--- src/rtl/npu_hazard_ctrl_pkg.sv ---
// rtl/npu_hazard_ctrl_pkg.sv - shared state encoding and opcodes for the hazard controller
package npu_hazard_ctrl_pkg;

  localparam logic [2:0] ST_IDLE = 3'd0;
  localparam logic [2:0] ST_REQ  = 3'd1;
  localparam logic [2:0] ST_BUSY = 3'd2;
  localparam logic [2:0] ST_WB   = 3'd3;
  localparam logic [2:0] ST_ERR  = 3'd4;

  typedef enum logic [2:0] {
    S_IDLE = ST_IDLE,
    S_REQ  = ST_REQ,
    S_BUSY = ST_BUSY,
    S_WB   = ST_WB,
    S_ERR  = ST_ERR
  } state_e;

  localparam logic [6:0] NPU_OPCODE = 7'b0001011;
  localparam logic [6:0] OPC_R      = 7'b0110011;
  localparam logic [6:0] OPC_I      = 7'b0010011;
  localparam logic [6:0] OPC_LW     = 7'b0000011;
  localparam logic [6:0] OPC_SW     = 7'b0100011;
  localparam logic [6:0] OPC_SB     = 7'b1100011;

endpackage

--- src/rtl/npu_hazard_ctrl_if.sv ---
// rtl/npu_hazard_ctrl_if.sv - ID-stage, NPU handshake and pipeline-control signal bundle
interface npu_hazard_ctrl_if;

  logic [6:0] id_opcode;
  logic [4:0] id_rs1;
  logic [4:0] id_rs2;
  logic [4:0] ex_rd;
  logic       ex_mem_read;
  logic       branch_taken;
  logic       npu_ack;
  logic       npu_done;
  logic       npu_req;
  logic       npu_stall;
  logic       ctrl_src;
  logic       pc_write;
  logic       if_id_write;
  logic       if_id_flush;
  logic       npu_wb;
  logic       npu_err;

  modport master (
    output id_opcode, id_rs1, id_rs2, ex_rd, ex_mem_read, branch_taken, npu_ack, npu_done,
    input  npu_req, npu_stall, ctrl_src, pc_write, if_id_write, if_id_flush, npu_wb, npu_err
  );

  modport slave (
    input  id_opcode, id_rs1, id_rs2, ex_rd, ex_mem_read, branch_taken, npu_ack, npu_done,
    output npu_req, npu_stall, ctrl_src, pc_write, if_id_write, if_id_flush, npu_wb, npu_err
  );

endinterface

--- src/rtl/npu_timeout_cnt.sv ---
// rtl/npu_timeout_cnt.sv - cycle counter bounding an NPU offload
module npu_timeout_cnt #(
  parameter int TIMEOUT_CYC = 1024
) (
  input  logic CLK,
  input  logic RSTn,
  input  logic i_clr,
  input  logic i_en,
  output logic o_expire
);

  localparam int W = $clog2(TIMEOUT_CYC + 1);
  localparam logic [W-1:0] LAST = W'(TIMEOUT_CYC - 1);

  logic [W-1:0] r_cnt;

  always_ff @(posedge CLK or negedge RSTn) begin
    if (!RSTn) begin
      r_cnt <= '0;
    end else if (i_clr) begin
      r_cnt <= '0;
    end else if (i_en) begin
      r_cnt <= r_cnt + 1'b1;
    end
  end

  // Expiry flags the last allowed cycle so the FSM can leave on the next edge.
  assign o_expire = i_en && (r_cnt == LAST);

endmodule

--- src/rtl/npu_hazard_ctrl.sv ---
// rtl/npu_hazard_ctrl.sv - load-use bubbles, branch flush and NPU offload sequencing
import npu_hazard_ctrl_pkg::*;

module npu_hazard_ctrl #(
  parameter logic [6:0] P_NPU_OPCODE = NPU_OPCODE,
  parameter int         TIMEOUT_CYC  = 1024
) (
  input  logic              CLK,
  input  logic              RSTn,
  npu_hazard_ctrl_if.slave  hz
);

  state_e r_state;
  state_e w_next;
  logic   r_npu_req;
  logic   w_lu;
  logic   w_stall;
  logic   w_ctrl_src;
  logic   w_pc_write;
  logic   w_if_id_write;
  logic   w_flush;
  logic   w_wb;
  logic   w_err;
  logic   w_cnt_clr;
  logic   w_cnt_en;
  logic   w_expire;

  assign w_lu = hz.ex_mem_read && (hz.ex_rd != 5'd0) &&
                ((hz.ex_rd == hz.id_rs1) || (hz.ex_rd == hz.id_rs2));

  npu_timeout_cnt #(
    .TIMEOUT_CYC (TIMEOUT_CYC)
  ) u_timeout (
    .CLK      (CLK),
    .RSTn     (RSTn),
    .i_clr    (w_cnt_clr),
    .i_en     (w_cnt_en),
    .o_expire (w_expire)
  );

  always_ff @(posedge CLK or negedge RSTn) begin
    if (!RSTn) begin
      r_state   <= S_IDLE;
      r_npu_req <= 1'b0;
    end else begin
      r_state   <= w_next;
      r_npu_req <= (w_next == S_REQ);
    end
  end

  // Outputs are forced to their idle values while reset is asserted, whatever the inputs.
  always_comb begin
    w_next        = r_state;
    w_stall       = 1'b0;
    w_ctrl_src    = 1'b0;
    w_pc_write    = 1'b1;
    w_if_id_write = 1'b1;
    w_flush       = 1'b0;
    w_wb          = 1'b0;
    w_err         = 1'b0;
    w_cnt_clr     = 1'b0;
    w_cnt_en      = 1'b0;
    if (RSTn) begin
      case (r_state)
        S_IDLE: begin
          if (hz.branch_taken) begin
            w_flush    = 1'b1;
            w_ctrl_src = 1'b1;
          end else if (w_lu) begin
            w_ctrl_src    = 1'b1;
            w_pc_write    = 1'b0;
            w_if_id_write = 1'b0;
          end else if (hz.id_opcode == P_NPU_OPCODE) begin
            w_stall       = 1'b1;
            w_pc_write    = 1'b0;
            w_if_id_write = 1'b0;
            w_cnt_clr     = 1'b1;
            w_next        = S_REQ;
          end
        end
        S_REQ: begin
          w_stall       = 1'b1;
          w_pc_write    = 1'b0;
          w_if_id_write = 1'b0;
          w_cnt_en      = 1'b1;
          if (hz.npu_ack && hz.npu_done) begin
            w_next = S_WB;
          end else if (w_expire) begin
            w_next = S_ERR;
          end else if (hz.npu_ack) begin
            w_next = S_BUSY;
          end
        end
        S_BUSY: begin
          w_stall       = 1'b1;
          w_pc_write    = 1'b0;
          w_if_id_write = 1'b0;
          w_cnt_en      = 1'b1;
          if (hz.npu_done) begin
            w_next = S_WB;
          end else if (w_expire) begin
            w_next = S_ERR;
          end
        end
        S_WB: begin
          w_wb   = 1'b1;
          w_next = S_IDLE;
        end
        S_ERR: begin
          w_err      = 1'b1;
          w_ctrl_src = 1'b1;
          w_next     = S_IDLE;
        end
        default: begin
          w_next = S_IDLE;
        end
      endcase
    end
  end

  assign hz.npu_req     = r_npu_req;
  assign hz.npu_stall   = w_stall;
  assign hz.ctrl_src    = w_ctrl_src;
  assign hz.pc_write    = w_pc_write;
  assign hz.if_id_write = w_if_id_write;
  assign hz.if_id_flush = w_flush;
  assign hz.npu_wb      = w_wb;
  assign hz.npu_err     = w_err;

endmodule

--- src/flat_wrapper.sv ---
// flat-port wrapper written by rule: the top's interface ports become plain ports
module npu_hazard_ctrl_flat 
#(
  parameter logic [6:0] P_NPU_OPCODE = NPU_OPCODE,
  parameter int         TIMEOUT_CYC  = 1024
)
  (CLK, RSTn, hz_id_opcode, hz_id_rs1, hz_id_rs2, hz_ex_rd, hz_ex_mem_read, hz_branch_taken, hz_npu_ack, hz_npu_done, hz_npu_req, hz_npu_stall, hz_ctrl_src, hz_pc_write, hz_if_id_write, hz_if_id_flush, hz_npu_wb, hz_npu_err);
  npu_hazard_ctrl_if hz_i ();
  input  logic CLK;
  input  logic RSTn;
  input wire logic [$bits(hz_i.id_opcode)-1:0] hz_id_opcode;
  input wire logic [$bits(hz_i.id_rs1)-1:0] hz_id_rs1;
  input wire logic [$bits(hz_i.id_rs2)-1:0] hz_id_rs2;
  input wire logic [$bits(hz_i.ex_rd)-1:0] hz_ex_rd;
  input wire logic [$bits(hz_i.ex_mem_read)-1:0] hz_ex_mem_read;
  input wire logic [$bits(hz_i.branch_taken)-1:0] hz_branch_taken;
  input wire logic [$bits(hz_i.npu_ack)-1:0] hz_npu_ack;
  input wire logic [$bits(hz_i.npu_done)-1:0] hz_npu_done;
  output wire logic [$bits(hz_i.npu_req)-1:0] hz_npu_req;
  output wire logic [$bits(hz_i.npu_stall)-1:0] hz_npu_stall;
  output wire logic [$bits(hz_i.ctrl_src)-1:0] hz_ctrl_src;
  output wire logic [$bits(hz_i.pc_write)-1:0] hz_pc_write;
  output wire logic [$bits(hz_i.if_id_write)-1:0] hz_if_id_write;
  output wire logic [$bits(hz_i.if_id_flush)-1:0] hz_if_id_flush;
  output wire logic [$bits(hz_i.npu_wb)-1:0] hz_npu_wb;
  output wire logic [$bits(hz_i.npu_err)-1:0] hz_npu_err;
  assign hz_i.id_opcode = hz_id_opcode;
  assign hz_i.id_rs1 = hz_id_rs1;
  assign hz_i.id_rs2 = hz_id_rs2;
  assign hz_i.ex_rd = hz_ex_rd;
  assign hz_i.ex_mem_read = hz_ex_mem_read;
  assign hz_i.branch_taken = hz_branch_taken;
  assign hz_i.npu_ack = hz_npu_ack;
  assign hz_i.npu_done = hz_npu_done;
  assign hz_npu_req = hz_i.npu_req;
  assign hz_npu_stall = hz_i.npu_stall;
  assign hz_ctrl_src = hz_i.ctrl_src;
  assign hz_pc_write = hz_i.pc_write;
  assign hz_if_id_write = hz_i.if_id_write;
  assign hz_if_id_flush = hz_i.if_id_flush;
  assign hz_npu_wb = hz_i.npu_wb;
  assign hz_npu_err = hz_i.npu_err;
  npu_hazard_ctrl #(.P_NPU_OPCODE(P_NPU_OPCODE), .TIMEOUT_CYC(TIMEOUT_CYC)) u_core (.CLK(CLK), .RSTn(RSTn), .hz(hz_i));
endmodule
--- config.mk ---
export PLATFORM = sky130hd
export DESIGN_NAME = npu_hazard_ctrl_flat
export DESIGN_NICKNAME = d
export VERILOG_FILES = /design/src/rtl/npu_hazard_ctrl_pkg.sv /design/src/rtl/npu_hazard_ctrl_if.sv /design/src/rtl/npu_timeout_cnt.sv /design/src/rtl/npu_hazard_ctrl.sv /design/src/flat_wrapper.sv
export SDC_FILE = /design/constraint.sdc
export NUM_CORES = 1
export LEC_CHECK = 0
export ABC_AREA = 1
export BUFFER_PORTS_ARGS = -buffer_cell sky130_fd_sc_hd__buf_2
export CORE_MARGIN = 4
export CORE_UTILIZATION = 47
export DETAILED_ROUTE_END_ITERATION = 8
export PLACE_DENSITY = 0.76
export SYNTH_ARGS = -nofsm -noshare
export SYNTH_HDL_FRONTEND = slang
export SYNTH_SLANG_ARGS = --single-unit
export TNS_END_PERCENT = 100
--- constraint.sdc ---
create_clock -name CLK -period 1.4 [get_ports CLK]
set_input_delay 0.07 -clock CLK [delete_from_list [all_inputs] [get_ports CLK]]
set_output_delay 0.07 -clock CLK [all_outputs]
set_load 0.01 [all_outputs]
; After elaboration in Yosys (flattened, before gate mapping)
; Index checks and enable logic that the tools add are counted.
[totals]
regBits = 15
latchBits = 0
ramBits = 0
mem_bits_ro = 0
inputBits = 28
word_cells = 59
n_memories = 0
[op_classes]
addsub = 1
multipliers = 0
div = 0
magnitude_cmp = 0
n_eq_ne = 9
shifts = 0
n_mux = 37
bitwise_logic = 0
n_reduce_logical = 9
[ops]
columns = cell, count
row1 = $mux W3, 9
row2 = $mux W1, 22
row3 = $mux W11, 2
row4 = $add A11 B1 Y11 const B, 1
row5 = $eq A11 B10 Y1 const B, 1
row6 = $eq A5 B5 Y1, 2
row7 = $pmux W3 S3, 1
row8 = $eq A7 B4 Y1 const B, 1
row9 = $eq A3 B1 Y1 const B, 2
row10 = $eq A3 B2 Y1 const B, 2
row11 = $pmux W1 S2, 3
row12 = $reduce_bool A5 Y1, 1
row13 = $logic_and A1 B1 Y1, 4
row14 = $eq A3 B3 Y1 const B, 1
row15 = $logic_not A3 Y1, 1
row16 = $reduce_bool A2 Y1, 1
row17 = $reduce_or A2 Y1, 1
row18 = $logic_or A1 B1 Y1, 1

; Depth between registers and ports, before layout
; Gate-level depths: netlist (run 1).
[depth]
word_depth = 10
depth_mapped = 11
depth_no_buf = 11

; Cells and area by module
; From an unflattened synthesis (run 1), not the netlist that was laid out.
[hier_totals]
hier_cells = 198
hier_area_um2 = 1263.7
[by_module_without_submodules]
columns = module, instances, cells_each, area_per_inst_um2
row1 = npu_timeout_cnt, 1, 89, 655.6
row2 = npu_hazard_ctrl, 1, 109, 608.1

; Least setup slack after synthesis (run 1)
; Ideal clock, no wire load.
[synth_timing]
kind = register to register
start = reg u_core.u_timeout.r_cnt[0]
end = reg u_core.r_npu_req, in the netlist u_core.hz.npu_req
setup_time_ns = 0.118
t_arrival_ns = 1.383
t_required_ns = 1.282
path_slack_ns = -0.101
stages_incl_launch_ff = 11
path_buffers = 0
path_cell_list = dfrtp_1 > ha_1 > nand2_1 > nor2_4 > nand2_2 > nor2_4 > nand3_2 > a21oi_2 > nand2_1 > a21oi_2 > nor2_1
[synth_between]
elab_chain_len = 7
word_cells_on_any_way = 9
[synth_lines]
columns = item, line
row1 = start: declaration, npu_timeout_cnt.sv:15  ; logic [W-1:0] r_cnt;
row2 = start signal: assignment, npu_timeout_cnt.sv:23  ; r_cnt <= r_cnt + 1'b1;
row3 = $eq A11 B10 Y1 *, npu_timeout_cnt.sv:28  ; assign o_expire = i_en && (r_cnt == LAST);
row4 = $logic_and A1 B1 Y1 *, npu_timeout_cnt.sv:28
row5 = "$mux W3, on equally long branches", "npu_hazard_ctrl.sv:101, npu_hazard_ctrl.sv:88"
row6 = "$mux W3, on equally long branches", "npu_hazard_ctrl.sv:99, npu_hazard_ctrl.sv:86"
row7 = $pmux W3 S3 *, npu_hazard_ctrl.sv:64  ; case (r_state)
row8 = $mux W3 *, npu_hazard_ctrl.sv:63  ; if (RSTn) begin
row9 = $eq A3 B1 Y1 *, npu_hazard_ctrl.sv:47  ; r_npu_req <= (w_next == S_REQ);
row10 = end signal: assignment, npu_hazard_ctrl.sv:47
row11 = end: declaration, npu_hazard_ctrl.sv:15  ; logic r_npu_req;
; Every way passes the cells marked *; elsewhere a longest branch is shown, timed or not.
; A chain may end at the register's enable or synchronous reset.

; Worst setup path after layout (run 1)
[layout_timing]
start = reg u_core.r_state[0]
end = out hz_npu_stall
[layout_between]
elab_chain_len = 4
word_cells_on_any_way = 6
[layout_lines]
columns = item, line
row1 = start: declaration, npu_hazard_ctrl.sv:13  ; state_e r_state;
row2 = start signal: assignment, npu_hazard_ctrl.sv:46  ; r_state <= w_next;
row3 = $eq A3 B1 Y1 or $eq A3 B2 Y1 (tied branches), npu_hazard_ctrl.sv:64
row4 = $reduce_or A2 Y1 (no source line), --
row5 = $pmux W1 S2 *, npu_hazard_ctrl.sv:64
row6 = $mux W1 *, npu_hazard_ctrl.sv:63
row7 = end: declaration, flat_wrapper.sv:20  ; output wire logic [$bits(hz_i.npu_stall)-1:0] hz_npu_stall;
; Marks and branches as above.

==> results of run 1 <==
[repair_timing]
item | 4_1_cts | 5_1_grt
hold buffers | 1 | 0
gates resized for setup | 7 | 43
pin swaps | 6 | 14
buffers inserted | 11 | 6
endpoints found under the hold margin | 15 | 0
endpoints found under the setup margin | 7 | 22
cloned | 0 | 2
[layout make-up]
class / count / area [um2] / area share (%)
repair inverters: 1 / 11.3 / 0.556
well taps: 31 / 38.8 / 1.92
multi-input cells: 144 / 866 / 42.8
clock buffers: 4 / 26.3 / 1.30
inverters: 43 / 171 / 8.47
repair buffers: 73 / 534 / 26.4
flip-flops and latches: 15 / 377 / 18.6
[per-layer routing]
layer	track usage (%)	up-vias	part of all wire, %
li1	-	795	-
met1	22.5	703	42
met2	35.8	23	54
met3	2.52	4	3.0
met4	4.95	0	1.2
met5	0	-	0
[cell families after synthesis]
logic type / Yosys count
simple gates: 123
flops: 15
compound gates: 15
buf+inv: 47
fa+ha+maj: 1
xor+xnor: 5
[cells in the final DEF (no fill, tap or decap), types with 3 or more instances in the layout]
cell type  instances
a21oi_2            4
buf_2             35
buf_4             26
buf_6              7
clkbuf_4           3
dfrtp_1           14
inv_1             30
inv_2             11
nand2_1           50
nand2_2           10
nand3_1           14
nand3_2            4
nand3b_1           3
nand4_1            9
nor2_1            16
nor2_2             4
nor2_4             4
xnor2_1            3
[worst max-delay path, cell delays in order (launching register included)]
cell and delay [ns]:
dfrtp_1 0.46, nor2_2 0.19, nand2_2 0.10, inv_2 0.06
nand4_1 0.11, buf_6 0.17, nand2_1 0.05, buf_2 0.12
[through the flow]
step	instance area (um2)	setup slack, ns
3_5_place_dp	1650	-0.143
6_report	2020	-0.205
2_1_floorplan	1330	-0.0906
4_1_cts	1800	-0.148
3_3_place_gp	1650	-0.0524
5_1_grt	2020	-0.330
[cells in the mapped netlist]
| library cell | n | area (um2) |
|---|---|---|
| a21oi_1 | 4 | 20.0 |
| o22ai_1 | 1 | 6.26 |
| nor2_4 | 3 | 33.8 |
| nand3_2 | 1 | 10.0 |
| nor2_1 | 19 | 71.3 |
| a31oi_1 | 1 | 6.26 |
| o21ai_0 | 2 | 10.0 |
| nor3_1 | 2 | 10.0 |
| xor2_1 | 1 | 8.76 |
| inv_1 | 36 | 135 |
| buf_6 | 1 | 11.3 |
| inv_2 | 7 | 26.3 |
| a21oi_2 | 2 | 17.5 |
| ha_1 | 1 | 12.5 |
| dfrtp_1 | 15 | 375 |
| nor2_8 | 1 | 20.0 |
| or2_2 | 1 | 6.26 |
| nand4_1 | 9 | 56.3 |
| xnor2_1 | 4 | 35.0 |
| nand2_2 | 4 | 25.0 |
| o211ai_1 | 1 | 7.51 |
| nand2_1 | 58 | 218 |
| o21ai_1 | 1 | 5.00 |
| nor4_1 | 2 | 12.5 |
| nand3b_1 | 3 | 22.5 |
| nor2_2 | 2 | 12.5 |
| nand3_1 | 17 | 85.1 |
| nand3_4 | 1 | 17.5 |
| buf_4 | 3 | 22.5 |
| a31o_2 | 3 | 26.3 |
[where the power goes]
part / switching (mW) / internal [mW]
registers: 0.0618 / 0.513
clock network: 0.144 / 0.110
logic: 0.440 / 0.451
[worst paths after layout]
path	startpoint	depth (start not counted)	slack, ns	to
min in group asynchronous	RSTn	3	0.56	u_core.u_timeout.r_cnt[8]
min reg2reg	u_core.u_timeout.r_cnt[3]	3	0.60	u_core.u_timeout.r_cnt[3]
max reg2reg	u_core.r_state[0]	8	-0.18	u_core.hz.npu_req
max	u_core.r_state[0]	7	-0.21	hz_npu_stall
min	RSTn	4	0.15	u_core.r_state[1]
max in group asynchronous	RSTn	3	0.35	u_core.r_state[2]
[state kept, by name, indices dropped and copies added (netlist names)]
name and cells:
u_core.r_state 3, u_core.hz.npu_req 1, u_core.u_timeout.r_cnt 11
==> flow_metrics.tcl, run 1 <==
set metrics [dict create \
    worst_pin_slew_ns 0.693 \
    dr.first_iter.drc_count 85 \
    vias 1525 \
    synth.distinct_cells 30 \
    die_x_um 61.1 \
    cts_buffer_depth 2 \
    fillers 201 \
    fin_crit_ns 1.61 \
    dieArea_um2 3740 \
    synthMuxAreaShare_pct 0 \
    finClkSkew_ns 0.00664 \
    hold_viol 0 \
    cts_buffers 3 \
    synth-seq-cells 15 \
    startpoint_type "flop" \
    finalWirelength_um 3740 \
    synthAdderAreaFrac_pct 0.943 \
    final_nets 310 \
    clkSinkCount 15 \
    syn_nets 235 \
    cts_tree "built" \
    firstDrtPassIters 4 \
    routed_via_density 4.90 \
    final_antenna_net_count 0 \
    crit_type "reg2out" \
    grt.total_usage_pct 19.1 \
    finalSetupViolCount 20 \
    gp_congestion 0.781 \
    final_core_util_pct 74.1 \
    cts_htree_levels 1 \
    grt_pass1_vias 1361 \
    power_mw 1.72 \
    grt_max_degree 16 \
    post-place-cells 287 \
    power_density_nw_per_um2 850 \
    drc 0 \
    leakage_nw 1.17 \
    layout_setup_ws_ns -0.205 \
    final_cells 311 \
    rows 19 \
    synthSimpleGateAreaFrac_pct 45.3 \
    worstPathArrival_ns 1.54 \
    clkLatencyLatePin_ns 0.28 \
    max-slew-margin-rel_pct 53.7 \
    port_buffers 35 \
    yosys_warnings 0 \
    drive_gt1_share_pct 46.1 \
    hold_class "in2reg" \
    path_max_fanout 4 \
    die_h_um 61.1 \
    cp-end-kind "output pin" \
    setup_tns_ns -1.60 \
    initial_core_util_pct 48.5 \
    syn_to_final_growth_pct 52.6 \
    required_ns 1.33 \
    min_period_over_period_pct 115 \
    num_io_pins 36 \
    slew_violations 0 \
    grt_antenna_before_repair 0 \
    place_hpwl_um 2400 \
    synth_compound_gate_area_share_pct 7.45 \
    status "finished with violations" \
    yosysSeqAreaShare_pct 28.3 \
    grt-ovfl-total 0 \
    core_um2 2730 \
    rsz0062_at_grt "true" \
    clkTransAtPathRegs_ns 0.09 \
    avgSynthCellArea_um2 6.44 \
    synth_cells 206 \
    synthesis.area_um2 1330 \
    cts_root_buf "clkbuf_4" \
    irDropWorstVdd_mv 0.783 \
    wl_per_cell_um 12.0 \
    hold_ws_ns 0.146 \
    yosys.area_share.xor_xnor_pct 3.30 \
    grt_pass1_wl_um 5400 \
    cap_violations 0 \
    antennaDiodeCount 0 \
    violations "negative setup slack" \
    synth_top_family_by_area "simple AND/OR/NAND/NOR gates" \
    fmax_mhz 623 \
]
Power figures use the tool's default switching activity.
==> run 2, diff against run 1 <==
ABC_AREA = not set   (was 1)
CORE_UTILIZATION = 30   (was 47)
PLACE_DENSITY = not set   (was 0.76)
SKIP_CTS_REPAIR_TIMING = 1   (was not set)
==> flow_metrics.tcl, run 2 <==
set metrics [dict create \
    dr_wl_met3_um 175 \
    clkTransAtPathRegs_ns 0.10 \
    largest_reg_flops 11 \
    core_um2 3390 \
    cts_tree "built" \
    synth-seq-cells 15 \
    worst_pin_slew_ns 0.674 \
    seqCellArea_um2 378 \
    crit_slowest_cell "or4_4" \
    topRoutingLayerUsed "met4" \
    wl_met2_um 1620 \
    avgSynthCellArea_um2 9.27 \
    r2r_cells 5 \
    wl_per_cell_um 13.2 \
    wl_met1_um 1330 \
    num_io_pins 36 \
    grt-ovfl-total 0 \
    final_nets 221 \
    multi_input_area_um2 714 \
    power_mw 2.07 \
    crit_type "reg2reg" \
    grt_max_degree 22 \
    cts_root_buf "clkbuf_4" \
    worstPathArrival_ns 2.30 \
    hold_class "in2reg" \
    yosys.cell_count.top_type "nor2_1" \
    hold-path-endpoint "u_core.r_state[1]" \
    violations "negative setup slack" \
    max-slew-margin-rel_pct 54.9 \
    final_antenna_net_count 0 \
    rows 21 \
    cts_buffers 3 \
    synth_common_cells "nor2_1 (16), dfrtp_1 (15), xnor2_1 (14)" \
    grt_pass1_vias 1143 \
    whs_path_depth 4 \
    port_buffers 35 \
    yosys.area.top_type "dfrtp_1" \
    path_max_fanout 2 \
    async_flop_share_pct 100 \
    irDropWorstVdd_mv 0.744 \
    vias 1142 \
    min_period_over_period_pct 152 \
    startpoint_type "flop" \
    syn_to_final_growth_pct 61.2 \
    syn_nets 145 \
    rrSetupSlack_ns -0.73 \
    setup_tns_ns -6.17 \
    routed_via_density 4.82 \
    cap_violations 0 \
    layout_setup_ws_ns -0.731 \
    grt_pass1_wl_um 4770 \
    grt_antenna_before_repair 0 \
    final_core_util_pct 51.1 \
    path_cells "nand4_1 -> or4_4 -> or3_4 -> and4b_4 -> or3_1" \
    cp-end-kind "flop" \
    hp-start "hz_npu_ack" \
    fillers 301 \
    largest_register "u_core.u_timeout.r_cnt" \
    fin_crit_ns 2.13 \
    cts_buffer_depth 2 \
    hold_viol 0 \
    initial_core_util_pct 31.7 \
    power_density_nw_per_um2 1190 \
    dr.first_iter.drc_count 24 \
    firstDrtPassIters 4 \
    reg2reg_from "u_core.u_timeout.r_cnt[5]" \
    drc 0 \
    synthTopCellsByArea "dfrtp_1 (35%), xnor2_1 (11%), nor2_1 (5.6%)" \
    slew_violations 0 \
    finalWirelength_um 3140 \
    clkLatencyLatePin_ns 0.29 \
    grt.total_usage_pct 13.6 \
    rsz0062_at_grt "true" \
    fmax_mhz 469 \
    layout_commonest_cell "buf_4" \
    die_x_um 67.9 \
    place_hpwl_um 2420 \
    layout_common_cells "buf_4 (34), buf_2 (32), xnor2_1 (13), dfrtp_1 (13), nor2_1 (12)" \
    required_ns 1.57 \
    drive_gt1_share_pct 55.0 \
    cts_htree_levels 1 \
    leakage_nw 0.801 \
    die_h_um 67.9 \
    dieArea_um2 4600 \
    synth_cells 116 \
    finClkSkew_ns 0.0113 \
    yosysSeqAreaShare_pct 34.9 \
    finalSetupViolCount 21 \
    synthesis.area_um2 1070 \
    crit_path_max_incr_delay_ns 0.60 \
    synth_top_area_share_pct 34.9 \
    status "finished with violations" \
    r2r_end "u_core.r_state[0]" \
    clkSinkCount 15 \
    synth_edf_count 0 \
    dpl_cell_area_um2 1520 \
    final_area_um2 1730 \
    pre_cts_ws_ns -0.694 \
    antennaDiodeCount 0 \
    ys.flop_type "dfrtp_1" \
    yosys_warnings 0 \
    gp_congestion 0.840 \
    synth.distinct_cells 41 \
]
-- run 2: how the worst max path moves through the flow --
stage / startpoint / slack (ns) / cells after the start / to
2_1_floorplan: u_core.r_state[1] / -0.79 / 7 / u_core.r_state[0]
3_3_place_gp: u_core.r_state[1] / -0.65 / 5 / u_core.r_state[0]
3_5_place_dp: u_core.r_state[1] / -0.69 / 5 / u_core.r_state[0]
4_1_cts: u_core.r_state[1] / -0.71 / 5 / u_core.r_state[0]
5_1_grt: u_core.u_timeout.r_cnt[4] / -0.75 / 5 / u_core.r_state[0]
6_report: u_core.u_timeout.r_cnt[5] / -0.73 / 5 / u_core.r_state[0]
-- run 2: per-stage QoR --
| stage | hold slack (ns) | instances |
|---|---|---|
| 2_1_floorplan | -0.226 | 116 |
| 3_3_place_gp | 0.0824 | 225 |
| 3_5_place_dp | 0.0809 | 225 |
| 4_1_cts | -0.246 | 229 |
| 5_1_grt | 0.259 | 237 |
| 6_report | 0.251 | 237 |
-- run 2: per-layer routing --
metal	vias to the layer above	global-route usage (%)
met5	-	0
met4	0	2.23
met3	2	3.78
met2	28	26.1
met1	552	15.1
li1	560	-
-- run 2: critical path: cells and delay by family, from the launching register on --
kind | cells | cell delay, ns
AND/OR/NAND/NOR | 5 | 1.67
flip-flops | 1 | 0.36
-- run 2: kinds of logic (layout without fill, tap and decap cells) --
family	Yosys count	in the layout	synth area share, %
adder cells (fa/ha/maj)	1	1	1.16
AND/OR/NAND/NOR	51	51	26.0
flip-flops	15	15	34.9
XOR/XNOR	21	21	18.9
AO/OA/AOI/OAI	16	16	12.1
buffers and inverters	12	87	6.98
-- run 2: cell type report --
cell class | count | area share (%)
clock buffer | 3 | 1.30
clock inverter | 1 | 0.433
inverter | 7 | 1.52
multi-input combinational | 89 | 41.2
sequential | 15 | 21.8
tap | 46 | 3.32
timing repair buffer | 76 | 30.4
-- run 2: power breakdown --
group	switching, mW	internal [mW]
logic	0.537	0.651
registers	0.0831	0.545
clock network	0.146	0.109
==> run 3, diff against run 2 <==
PLACE_DENSITY = 0.53   (was not set)
REMOVE_ABC_BUFFERS = 1   (was not set)
==> flow_metrics.tcl, run 3 (synthesis gave the netlist of run 2 again) <==
set metrics [dict create \
    initial_core_util_pct 31.7 \
    grt_pass1_wl_um 4670 \
    finalSetupViolCount 19 \
    die_h_um 67.9 \
    grt-ovfl-total 0 \
    hold_viol 0 \
    slew_violations 0 \
    crit_path_max_incr_delay_ns 0.49 \
    syn_to_final_growth_pct 61.6 \
    layout_common_cells "buf_4 (36), buf_2 (32), xnor2_1 (13), dfrtp_1 (13), nor2_1 (12)" \
    grt_pass1_vias 1170 \
    finalWirelength_um 3010 \
    grt_max_degree 22 \
    irDropWorstVdd_mv 0.608 \
    largest_reg_flops 11 \
    grt.total_usage_pct 13.2 \
    cp_num_buf_inv 0 \
    dpl_cell_area_um2 1530 \
    crit_slowest_cell "or4_4" \
    cts_tree "built" \
    num_io_pins 36 \
    finClkSkew_ns 0.00335 \
    routed_via_density 4.74 \
    gp_congestion 0.814 \
    core_um2 3390 \
    final_core_util_pct 51.2 \
    hold_class "in2reg" \
    antennaDiodeCount 0 \
    dr.first_iter.drc_count 23 \
    rows 21 \
    dieArea_um2 4600 \
    grt_antenna_before_repair 0 \
    cap_violations 0 \
    cp-end-kind "flop" \
    fillers 304 \
    path_max_fanout 2 \
    path_cells "xnor2_4 -> or4_4 -> or3_4 -> and4b_4 -> or3_1" \
    cts_htree_levels 1 \
    wl_per_cell_um 12.6 \
    clkSinkCount 15 \
    port_buffers 35 \
    setup_tns_ns -5.37 \
    hold_ws_ns 0.262 \
    vias 1128 \
    min_period_over_period_pct 149 \
    fin_crit_ns 2.09 \
    violations "negative setup slack" \
    worst_pin_slew_ns 0.666 \
    cts_buffers 3 \
    max-slew-margin-rel_pct 55.5 \
    startpoint_type "flop" \
    rsz0062_at_grt "true" \
    die_x_um 67.9 \
    final_cells 238 \
    final_antenna_net_count 0 \
    path_delay_family "simple AND/OR/NAND/NOR gates" \
    worstPathArrival_ns 2.25 \
    cts_root_buf "clkbuf_4" \
    layout_setup_ws_ns -0.693 \
    final_nets 222 \
    drive_gt1_share_pct 55.2 \
    power_mw 2.05 \
    largest_register "u_core.u_timeout.r_cnt" \
    final_area_um2 1740 \
    crit_type "reg2reg" \
    layout_commonest_cell "buf_4" \
    cts_buffer_depth 2 \
    status "finished with violations" \
    pre_cts_ws_ns -0.762 \
    leakage_nw 0.816 \
    post-place-cells 227 \
    fmax_mhz 478 \
    required_ns 1.56 \
    firstDrtPassIters 4 \
    power_density_nw_per_um2 1180 \
    place_hpwl_um 2330 \
    clkLatencyLatePin_ns 0.28 \
    drc 0 \
    clkTransAtPathRegs_ns 0.09 \
]
-- run 3: cell types whose count changed in the layout (fill, tap and decap cells not counted), sizes merged --
cell | before | now
clkinvlp | 1 | 0
clkbuf | 3 | 4
buf | 75 | 76
-- run 3: metal layers --
metal  vias up  track usage [%]  wire length [um]
met5         -                0                 0
met4         0             4.47                13
met3         2             2.96               207
met2        33             24.5              1590
met1       528             14.6              1200
li1        565                -                 -
-- run 3: worst paths after layout --
path | startpoint | to | slack, ns | cells past startpoint
worst min-delay path | hz_npu_done | u_core.r_state[0] | 0.26 | 3
worst max-delay path | u_core.r_state[0] | u_core.r_state[0] | -0.69 | 5
worst max register to register | u_core.r_state[0] | u_core.r_state[0] | -0.69 | 5
worst min register to register | u_core.u_timeout.r_cnt[4] | u_core.u_timeout.r_cnt[4] | 0.64 | 3
min in group asynchronous | RSTn | u_core.r_state[2] | 0.55 | 3
max in group asynchronous | RSTn | u_core.r_state[0] | 0.38 | 3
-- run 3: final cells by class --
cell class / instances / area, um2 / share of cell area (%)
Tap cell: 46 / 57.6 / 3.31
Sequential cell: 15 / 378 / 21.8
Inverter: 7 / 26.3 / 1.51
Timing Repair Buffer: 77 / 539 / 31.1
Clock buffer: 4 / 26.3 / 1.51
Multi-Input combinational cell: 89 / 709 / 40.9
-- run 3: worst register-to-register path, stage by stage (launching register included) --
cell	delay, ns
dfrtp_2	0.45
xnor2_4	0.15
or4_4	0.49
or3_4	0.40
and4b_4	0.19
or3_1	0.30
-- run 3: where the power goes --
part / total (mW) / switching (mW) / internal [mW]
Combinational: 1.18 / 0.516 / 0.663
Sequential: 0.627 / 0.0814 / 0.545
Clock: 0.240 / 0.130 / 0.110
